### src/rtl/ksa_mp_add_seq.sv
// Multi-precision add/subtract sequencer built around one 32-bit Kogge-Stone adder.
// Operands are processed one 32-bit word per cycle, LSW first, with the carry
// registered between words. The final sum, carry-out and signed overflow are held
// until the consumer takes them.
//
//   state   | meaning
//   --------+-----------------------------------------------------------
//   IDLE    | ready for a request; result registers hold the last result
//   RUN     | one word per cycle through ksa32, idx selects the word
//   DONE    | result valid, waiting for out_ready

module ksa32 (
  input  logic [31:0] a,
  input  logic [31:0] b,
  input  logic        cin,
  output logic [31:0] sum,
  output logic        cout
);

  logic [31:0] g0;
  logic [31:0] p0;
  logic [31:0] gk;
  logic [31:0] pk;

  // Prefix tree over (generate, propagate); cin is folded into bit 0's generate
  // so the final generate at bit i is the carry into bit i+1.
  always_comb begin
    p0    = a ^ b;
    g0    = a & b;
    g0[0] = g0[0] | (p0[0] & cin);
    gk    = g0;
    pk    = p0;
    for (int k = 0; k < 5; k++) begin
      gk = gk | (pk & (gk << (1 << k)));
      pk = pk & (pk << (1 << k));
    end
    sum  = p0 ^ {gk[30:0], cin};
    cout = gk[31];
  end

endmodule

module ksa_mp_add_seq #(
  parameter int WORDS = 4
) (
  input  logic                clk,
  input  logic                rst,
  input  logic                in_valid,
  output logic                in_ready,
  input  logic                op_sub,
  input  logic [32*WORDS-1:0] a,
  input  logic [32*WORDS-1:0] b,
  input  logic                cin,
  output logic                out_valid,
  input  logic                out_ready,
  output logic [32*WORDS-1:0] sum,
  output logic                cout,
  output logic                ovf,
  output logic                busy
);

  localparam int IDXW = (WORDS > 1) ? $clog2(WORDS) : 1;

  localparam logic [1:0] ST_IDLE = 2'd0;
  localparam logic [1:0] ST_RUN  = 2'd1;
  localparam logic [1:0] ST_DONE = 2'd2;

  logic [1:0]             state_q, state_d;
  logic [IDXW-1:0]        idx_q, idx_d;
  logic [WORDS-1:0][31:0] a_q, a_d;
  logic [WORDS-1:0][31:0] b_q, b_d;
  logic [WORDS-1:0][31:0] sum_q, sum_d;
  logic                   op_sub_q, op_sub_d;
  logic                   carry_q, carry_d;
  logic                   cout_q, cout_d;
  logic                   ovf_q, ovf_d;

  logic [31:0] ksa_a;
  logic [31:0] ksa_b;
  logic [31:0] ksa_sum;
  logic        ksa_cin;
  logic        ksa_cout;
  logic        accept;
  logic        last_word;

  assign in_ready  = (state_q == ST_IDLE);
  assign out_valid = (state_q == ST_DONE);
  assign busy      = (state_q != ST_IDLE);
  assign sum       = sum_q;
  assign cout      = cout_q;
  assign ovf       = ovf_q;
  assign accept    = in_valid & in_ready;
  assign last_word = (idx_q == IDXW'(WORDS - 1));

  // Steer the current word into the adder; operands stay at zero outside RUN.
  always_comb begin
    ksa_a   = '0;
    ksa_b   = '0;
    ksa_cin = 1'b0;
    if (state_q == ST_RUN) begin
      ksa_a   = a_q[idx_q];
      ksa_b   = op_sub_q ? ~b_q[idx_q] : b_q[idx_q];
      ksa_cin = carry_q;
    end
  end

  ksa32 u_ksa32 (
    .a    (ksa_a),
    .b    (ksa_b),
    .cin  (ksa_cin),
    .sum  (ksa_sum),
    .cout (ksa_cout)
  );

  // Sequencer next-state: latch on accept, one word per RUN cycle, hold in DONE.
  always_comb begin
    state_d  = state_q;
    idx_d    = idx_q;
    a_d      = a_q;
    b_d      = b_q;
    sum_d    = sum_q;
    op_sub_d = op_sub_q;
    carry_d  = carry_q;
    cout_d   = cout_q;
    ovf_d    = ovf_q;
    case (state_q)
      ST_IDLE: begin
        if (accept) begin
          a_d      = a;
          b_d      = b;
          op_sub_d = op_sub;
          carry_d  = op_sub ? 1'b1 : cin;
          idx_d    = '0;
          state_d  = ST_RUN;
        end
      end
      ST_RUN: begin
        sum_d[idx_q] = ksa_sum;
        carry_d      = ksa_cout;
        if (last_word) begin
          idx_d   = '0;
          cout_d  = ksa_cout;
          // ksa_b already carries the inversion for subtract, so its MSB is beff[W-1].
          ovf_d   = (a_q[WORDS-1][31] == ksa_b[31]) & (ksa_sum[31] != a_q[WORDS-1][31]);
          state_d = ST_DONE;
        end else begin
          idx_d = idx_q + 1'b1;
        end
      end
      ST_DONE: begin
        if (out_ready) begin
          state_d = ST_IDLE;
        end
      end
      default: begin
        state_d = ST_IDLE;
      end
    endcase
  end

  // State and datapath registers with synchronous reset.
  always_ff @(posedge clk) begin
    if (rst) begin
      state_q  <= ST_IDLE;
      idx_q    <= '0;
      a_q      <= '0;
      b_q      <= '0;
      sum_q    <= '0;
      op_sub_q <= 1'b0;
      carry_q  <= 1'b0;
      cout_q   <= 1'b0;
      ovf_q    <= 1'b0;
    end else begin
      state_q  <= state_d;
      idx_q    <= idx_d;
      a_q      <= a_d;
      b_q      <= b_d;
      sum_q    <= sum_d;
      op_sub_q <= op_sub_d;
      carry_q  <= carry_d;
      cout_q   <= cout_d;
      ovf_q    <= ovf_d;
    end
  end

endmodule

### config.mk
export PLATFORM = sky130hd
export DESIGN_NAME = ksa_mp_add_seq
export DESIGN_NICKNAME = d
export VERILOG_FILES = /design/src/rtl/ksa_mp_add_seq.sv
export SDC_FILE = /design/constraint.sdc
export NUM_CORES = 1
export LEC_CHECK = 0
export ABC_AREA = 1
export CORE_MARGIN = 2
export CORE_UTILIZATION = 55
export CTS_CLUSTER_DIAMETER = 150
export DETAILED_ROUTE_END_ITERATION = 10
export PLACE_DENSITY = 0.81
export SETUP_SLACK_MARGIN = 0.15
export SLEW_MARGIN = 20
export SYNTH_ARGS = -nofsm -noshare
export SYNTH_HDL_FRONTEND = slang
export SYNTH_SLANG_ARGS = --single-unit
### constraint.sdc
create_clock -name clk -period 5.1 [get_ports clk]
set_input_delay 0.765 -clock clk [delete_from_list [all_inputs] [get_ports clk]]
set_output_delay 0.765 -clock clk [all_outputs]
set_load 0.02 [all_outputs]
# Yosys cells after proc, flatten, opt, wreduce, memory -nomap -nowiden
# Index checks and enable logic that the tools add are counted.
dict set report classes {
  reduce_logical 8
  bitwise_logic 22
  muxes 21
  magnitude_cmp 2
  n_addsub 1
  n_eq_ne 8
}
# op n
set op_table {}
lappend op_table {{bitwise AND 32 bit} 10}
lappend op_table {{2-to-1 mux 32 bit} 6}
lappend op_table {{OR 32 bit} 5}
lappend op_table {{binary-select mux 32 bit (select 2 bit)} 2}
lappend op_table {{bitwise mux 128 bit} 1}
lappend op_table {{demux 32 bit (select 2 bit)} 1}
lappend op_table {{bitwise XOR 32 bit} 2}
lappend op_table {{inverter 32 bit} 1}
lappend op_table {{2-to-1 mux 2 bit} 5}
lappend op_table {{one-hot mux 2 bit (3 select lines)} 1}
lappend op_table {{AND reduction 2 bit} 3}
lappend op_table {{equality test 2 bit, second input constant} 2}
lappend op_table {{!= test 2 x 1 -> 1 bit, second input constant} 2}
lappend op_table {{one-hot mux 2 bit (2 select lines)} 1}
lappend op_table {{nonzero test 2 bit} 2}
lappend op_table {{bitwise AND 1 bit} 3}
lappend op_table {{less-than comparator 2 x 3 -> 1 bit, second input constant} 1}
lappend op_table {{2-to-1 mux 1 bit} 3}
lappend op_table {{AND reduction 3 bit} 1}
lappend op_table {{adder 2 x 1 -> 2 bit, second input constant} 1}
lappend op_table {{equality test 2 x 1 -> 1 bit, second input constant} 1}
lappend op_table {{greater-or-equal comparator 2 x 1 -> 1 bit, second input constant} 1}
lappend op_table {{logical NOT 2 bit} 1}
lappend op_table {{!= test 2 bit, second input constant} 1}
lappend op_table {{5 further kinds} 5}
dict set report word_totals {
  out_inout_bits 133
  in_bits 262
  elab_cells 80
  ff_bits 392
}

# Logic depth before layout (Yosys ltp)
dict set report depth {
  depth_word 21
  ltp_mapped 22
  depth_no_buf 20
}

# By module
# From an unflattened synthesis, not the netlist that was laid out.
dict set report unflattened {
  hier_cells 2753
  hier_area_um2 18647.9
}
# mod seq_area_each_um2 n_inst cells_each area_each_um2
set modules_own_cells {}
lappend modules_own_cells {ksa_mp_add_seq 7847.5 1 2238 16199.3}
lappend modules_own_cells {ksa32 0.0 1 515 2448.6}

# Worst setup path after synthesis
# OpenSTA, ideal clock, no wires.
dict set report synth_path {
  path_type {reg2reg}
  startpoint {register idx_q[0]}
  endpoint {register sum_q (netlist bit sum[54])}
  path_stages_with_launch 19
  period_less_slack_ns 3.230
  required_time_ns 4.991
  t_arrival_ns 3.121
  n_path_buf 2
  path_slack_ns 1.870
  setup_ns 0.109
  cell_sequence {dfxtp_1 buf_2 buf_2 nand2_1 a32o_1 a21oi_1 o21ai_0 fa_1 fa_1 o21ai_2 nand2_2 nand2_4 nand3_2 nand2_2 nand3_2 nand3_2 nand3_1 nand2_1 inv_1}
}
dict set report synth_between {
  elab_chain_len 18
  elab_cells_between_ends 33
  classes_between {2 x order compare; 10 x mux; 20 x bitwise; 1 x reduce/logical}
}
# item line
set synth_rtl {}
lappend synth_rtl {{start: declaration} 69} ;# logic [IDXW-1:0] idx_q, idx_d;
lappend synth_rtl {{start signal: assignment} 175} ;# idx_q <= idx_d;
lappend synth_rtl {{binary-select mux 32 bit (select 2 bit)} 102} ;# ksa_b = op_sub_q ? ~b_q[idx_q] : b_q[idx_q];
lappend synth_rtl {{2-to-1 mux 32 bit (implied by the code)} 102}
lappend synth_rtl {{inverter 32 bit} 102}
lappend synth_rtl {{2-to-1 mux 32 bit} 102}
lappend synth_rtl {{2-to-1 mux 32 bit} 100} ;# if (state_q == ST_RUN) begin
lappend synth_rtl {{bitwise XOR 32 bit} 28} ;# p0 = a ^ b;
lappend synth_rtl {{bitwise AND 1 bit} 30} ;# g0[0] = g0[0] | (p0[0] & cin);
lappend synth_rtl {{OR 1 bit} 30}
lappend synth_rtl {{bitwise AND 32 bit} 34} ;# gk = gk | (pk & (gk << (1 << k)));
lappend synth_rtl {{OR 32 bit (2 in a row)} 34}
lappend synth_rtl {{bitwise AND 32 bit} 34}
lappend synth_rtl {{OR 32 bit (2 in a row)} 34}
lappend synth_rtl {{bitwise AND 32 bit} 34}
lappend synth_rtl {{OR 32 bit} 34}
lappend synth_rtl {{bitwise XOR 32 bit} 37} ;# sum = p0 ^ {gk[30:0], cin};
lappend synth_rtl {{bitwise mux 128 bit *} 138} ;# sum_d[idx_q] = ksa_sum;
lappend synth_rtl {{end signal: assignment} 178} ;# sum_q <= sum_d;
lappend synth_rtl {{end: declaration} 72} ;# logic [WORDS-1:0][31:0] sum_q, sum_d;
# Mark *: on every way between the ends. The rest lies on a longest branch, timed or not. The select of a mux whose other input is x is not followed.
# A chain may end at the register's enable or synchronous reset.

# Worst setup path after layout
dict set report layout_path {
  startpoint {register idx_q[0]}
  endpoint {register sum_q (netlist bit sum[52])}
}
dict set report layout_between {
  elab_chain_len 18
  elab_cells_between_ends 33
  classes_between {2 x order compare; 10 x mux; 20 x bitwise; 1 x reduce/logical}
}
# item line
set layout_rtl {}
lappend layout_rtl {{binary-select mux 32 bit (select 2 bit)} 102}
lappend layout_rtl {{2-to-1 mux 32 bit (implied by the code)} 102}
lappend layout_rtl {{inverter 32 bit} 102}
lappend layout_rtl {{2-to-1 mux 32 bit} 102}
lappend layout_rtl {{2-to-1 mux 32 bit} 100}
lappend layout_rtl {{bitwise XOR 32 bit} 28}
lappend layout_rtl {{bitwise AND 1 bit} 30}
lappend layout_rtl {{OR 1 bit} 30}
lappend layout_rtl {{bitwise AND 32 bit} 34}
lappend layout_rtl {{OR 32 bit} 34}
lappend layout_rtl {{bitwise AND 32 bit} 34}
lappend layout_rtl {{OR 32 bit (3 in a row)} 34}
lappend layout_rtl {{bitwise AND 32 bit} 34}
lappend layout_rtl {{OR 32 bit} 34}
lappend layout_rtl {{bitwise XOR 32 bit} 37}
lappend layout_rtl {{bitwise mux 128 bit *} 138}
# Marked as above.

==> results.toml <==
[status]
status = "completed"

[power_and_ir_drop]
netSwitchingFraction_pct = 28.5
powerDensity_nw_per_um2 = 331
ir_drop_uv = 273
clkPwrFrac_pct = 38.5
finalPower_uw = 7910
combPwrFrac_pct = 18.4
p_leak_uw = 0.0103
seqPwrFrac_pct = 43.1
net-switching-power_uw = 2250
p_int_uw = 5660

[worst_setup_path]
cpPeakStageDelay_ns = 0.66
r2r_setup_slack_ns = 0.93
critical_path_required_ns = 5.54
crit_path_frequent_cell = "a21oi_1"
critPathLaunchType = "flip-flop"
rr_worst_depth = 17
crit_chain = "inv_4, buf_4, o21ai_0, o22ai_1, o21ai_0, a21oi_1, ha_1, a21oi_1, o21ai_0, a21oi_1, nand2_1, a21oi_1, inv_1, nand2_1, nand3_1, nand2_1, inv_1"
criticalPathCategory = "reg2reg"
crit_arrival_ns = 4.62
crit_family = "compound AO/OA/AOI/OAI gates"
startpoint = "idx_q[0]"
path_buf_inv = 4
path_max_fanout = 81
worst_r2r_startpoint = "idx_q[0]"
r2r_end = "sum[52]"
cp-end-kind = "flip-flop"
worstSetupEndpoint = "sum[52]"
cpMaxStageDelayCell = "inv_4"
worst-path-stages = 17

[synth]
syn_area_um2 = 18600
syn_inst = 2660
synth-seq-area-share_pct = 42.3
synth_seq_cells = 392
synth_flop_cell = "dfxtp_1"
synth_compound_gate_area_share_pct = 23.1
yosysUniqueCellTypes = 41
yosys.area.top_type = "dfxtp_1"
syn_nets = 2959
async_reset_ff_share_pct = 0
muxShareOfSynthArea_pct = 0
yosys_warnings = 0
synth_top_family_by_area = "simple AND/OR/NAND/NOR gates"
synth_xor_area_share_pct = 0.782
synth_area_per_cell_um2 = 6.98
synth_area_leaders = "dfxtp_1 42%, nor2_1 15%, o21ai_0 13%"
synthSimpleGateAreaFrac_pct = 23.5
synth_top_area_share_pct = 42.3
synth_edf_count = 0
synth_fa_ha_area_share_pct = 2.57

[cells_and_area]
final_layout_size_suffix_gt1_share_pct = 4.93
multi_input_area_um2 = 9270
n_antenna_cell = 0
final_core_util_pct = 71.7
nets = 3235
stdcell_area_um2 = 23900
nFillCells = 2699
register_area_um2 = 7850
syn2layout_area_growth_pct = 28.8

[sta]
timing.fmax_ghz = 0.240
finClkSkew_ns = 0.0256
min_period_over_period_pct = 81.8
slew_headroom_pct = 26.9
tns_ns = 0
hold_violations = 0
fin_crit_ns = 4.17
finalSetupViolCount = 0
rsz0062_at_grt = "false"
drv_slew = 0
tightest_slew_ns = 1.10
hold_ws_ns = 0.468

[min_path]
hp-class = "reg2reg"
min_from = "carry_q"

[floorplanning]
pin_count = 395
coreArea_um2 = 33400
die-area_um2 = 35300
fp.dieH_um = 188
die_x_um = 188
row_count = 67
start_util_pct = 55.7

[detailed_routing]
vias = 19103
wl_mm = 62.7
remaining_drc_errors = 0
drt_iter0_drc = 1569
routed_via_density = 5.60
ant_nets = 0
dr.pass1.iters = 6
avgRoutedWirePerCell_um = 18.4

[cts]
hold_buffers = 0
cts_root_buf = "clkbuf_16"
clk_latency_ns = 0.56
htree_levels = 2
clkSinkCount = 392
clk_pin_slew_ns = 0.06
clockBufferDepth = 3
cts_setup_buffers = 0
cts_buffers = 41
cts_tree = "yes"
cts.repair.resized = 0

[place]
hpwl_mm = 45.3
routabilityCongestion = 1.09
portBuffers = 394
dpl-instance-area_um2 = 22600

[global_route]
grt_overflow = 0
grt_start_max_net_pins = 193
grt_pass1_vias = 18306
track_usage_pct = 34.7
grt_pass1_wl_mm = 98.0
antenna_found_initial = 0

[run]
cap_viol_max_count = 0
[power groups by stage]
stage	clock network (µW)	logic (µW)	registers (µW)
2_1_floorplan	0	809	3480
3_3_place_gp	0	1400	3470
3_5_place_dp	0	1420	3480
4_1_cts	3060	1440	3410
5_1_grt	3190	1590	3440
6_report	3040	1450	3410
[worst min-delay path, cell delays in order (launching register included)]
cell and delay, ns:
dfxtp_1 0.31, nand2_1 0.06, a21oi_1 0.06
[state kept, by name, indices dropped and copies added (netlist names)]
name and cells:
ovf 1, a_q 128, cout 1, b_q 128, idx_q 2, op_sub_q 1
sum 128, state_q 2, carry_q 1
[through the flow]
| stage | std cells | setup slack (ns) |
|---|---|---|
| global placement | 3341 | 1.11 |
| detailed placement | 3341 | 1.08 |
| global route | 3411 | 0.617 |
| floorplan | 2660 | 1.87 |
| finish | 3411 | 0.927 |
| CTS | 3411 | 1.04 |
[Yosys cell counts (4+ instances only)]
library cell	n
nand3_1	86
nand4_1	4
dfxtp_1	392
nand2_2	21
o21ai_1	7
a21oi_2	4
nor3_1	4
ha_1	35
nor2_1	742
buf_1	8
inv_1	182
o22ai_1	30
o211ai_1	19
xor2_1	9
o21ai_0	481
inv_2	8
clkbuf_1	117
buf_2	53
o21a_1	54
a21oi_1	115
nand2_1	193
nand3_2	9
o21bai_1	56
[how the worst min path moves through the flow]
stage	end	slack [ns]	cells after the start
6_report	carry_q	0.47	2
5_1_grt	carry_q	0.49	2
4_1_cts	carry_q	0.47	2
3_5_place_dp	carry_q	0.46	2
3_3_place_gp	a_q[48]	0.46	2
2_1_floorplan	carry_q	0.44	2
[cells by family (layout without fill, tap and decap cells)]
kind of cell             after synthesis  in the layout
AND/OR/NAND/NOR                     1074           1074
AO/OA/AOI/OAI                        773            773
XOR/XNOR                              14             14
buffers and inverters                370            673
adder cells (fa/ha/maj)               37             37
flip-flops                           392            392
[metal layers]
| layer | global-route usage (%) | vias to the layer above | wire (µm) |
|---|---|---|---|
| li1 | - | 9228 | - |
| met1 | 45.0 | 8866 | 26400 |
| met2 | 57.4 | 869 | 28800 |
| met3 | 5.43 | 140 | 4810 |
| met4 | 15.4 | 0 | 2690 |
| met5 | 0 | - | 0 |
[final cells by class]
type / instances / share of cell area [%]
clock buffer: 58 / 4.89
clock inverter: 12 / 0.821
inverter: 191 / 3.07
multi-input combinational: 1898 / 38.8
sequential: 392 / 32.8
tap: 448 / 2.34
timing repair buffer: 412 / 17.3
[cell usage in the layout, fill, tap and decap left out, drive strengths merged]
cell type      Yosys  layout
nand3             95      95
inv              190     191
o21ai            490     490
buf               62      18
a32o               1       1
dfxtp            392     392
o211ai            19      19
nand3b             2       2
bufinv             0       4
clkbuf           117      58
clkinv             1       7
o21bai            56      56
and2               1       1
nor4               1       1
a21oi            120     120
clkdlybuf4s50      0     394
o22ai             30      30
clkinvlp           0       1
o21a              54      54
xor2              12      12
xnor2              2       2
nor2             748     748
nor3               6       6
nand2            217     217
fa                 2       2
a21o               3       3
nand4              4       4
ha                35      35
Note: power is estimated with default switching activity, not from simulation.
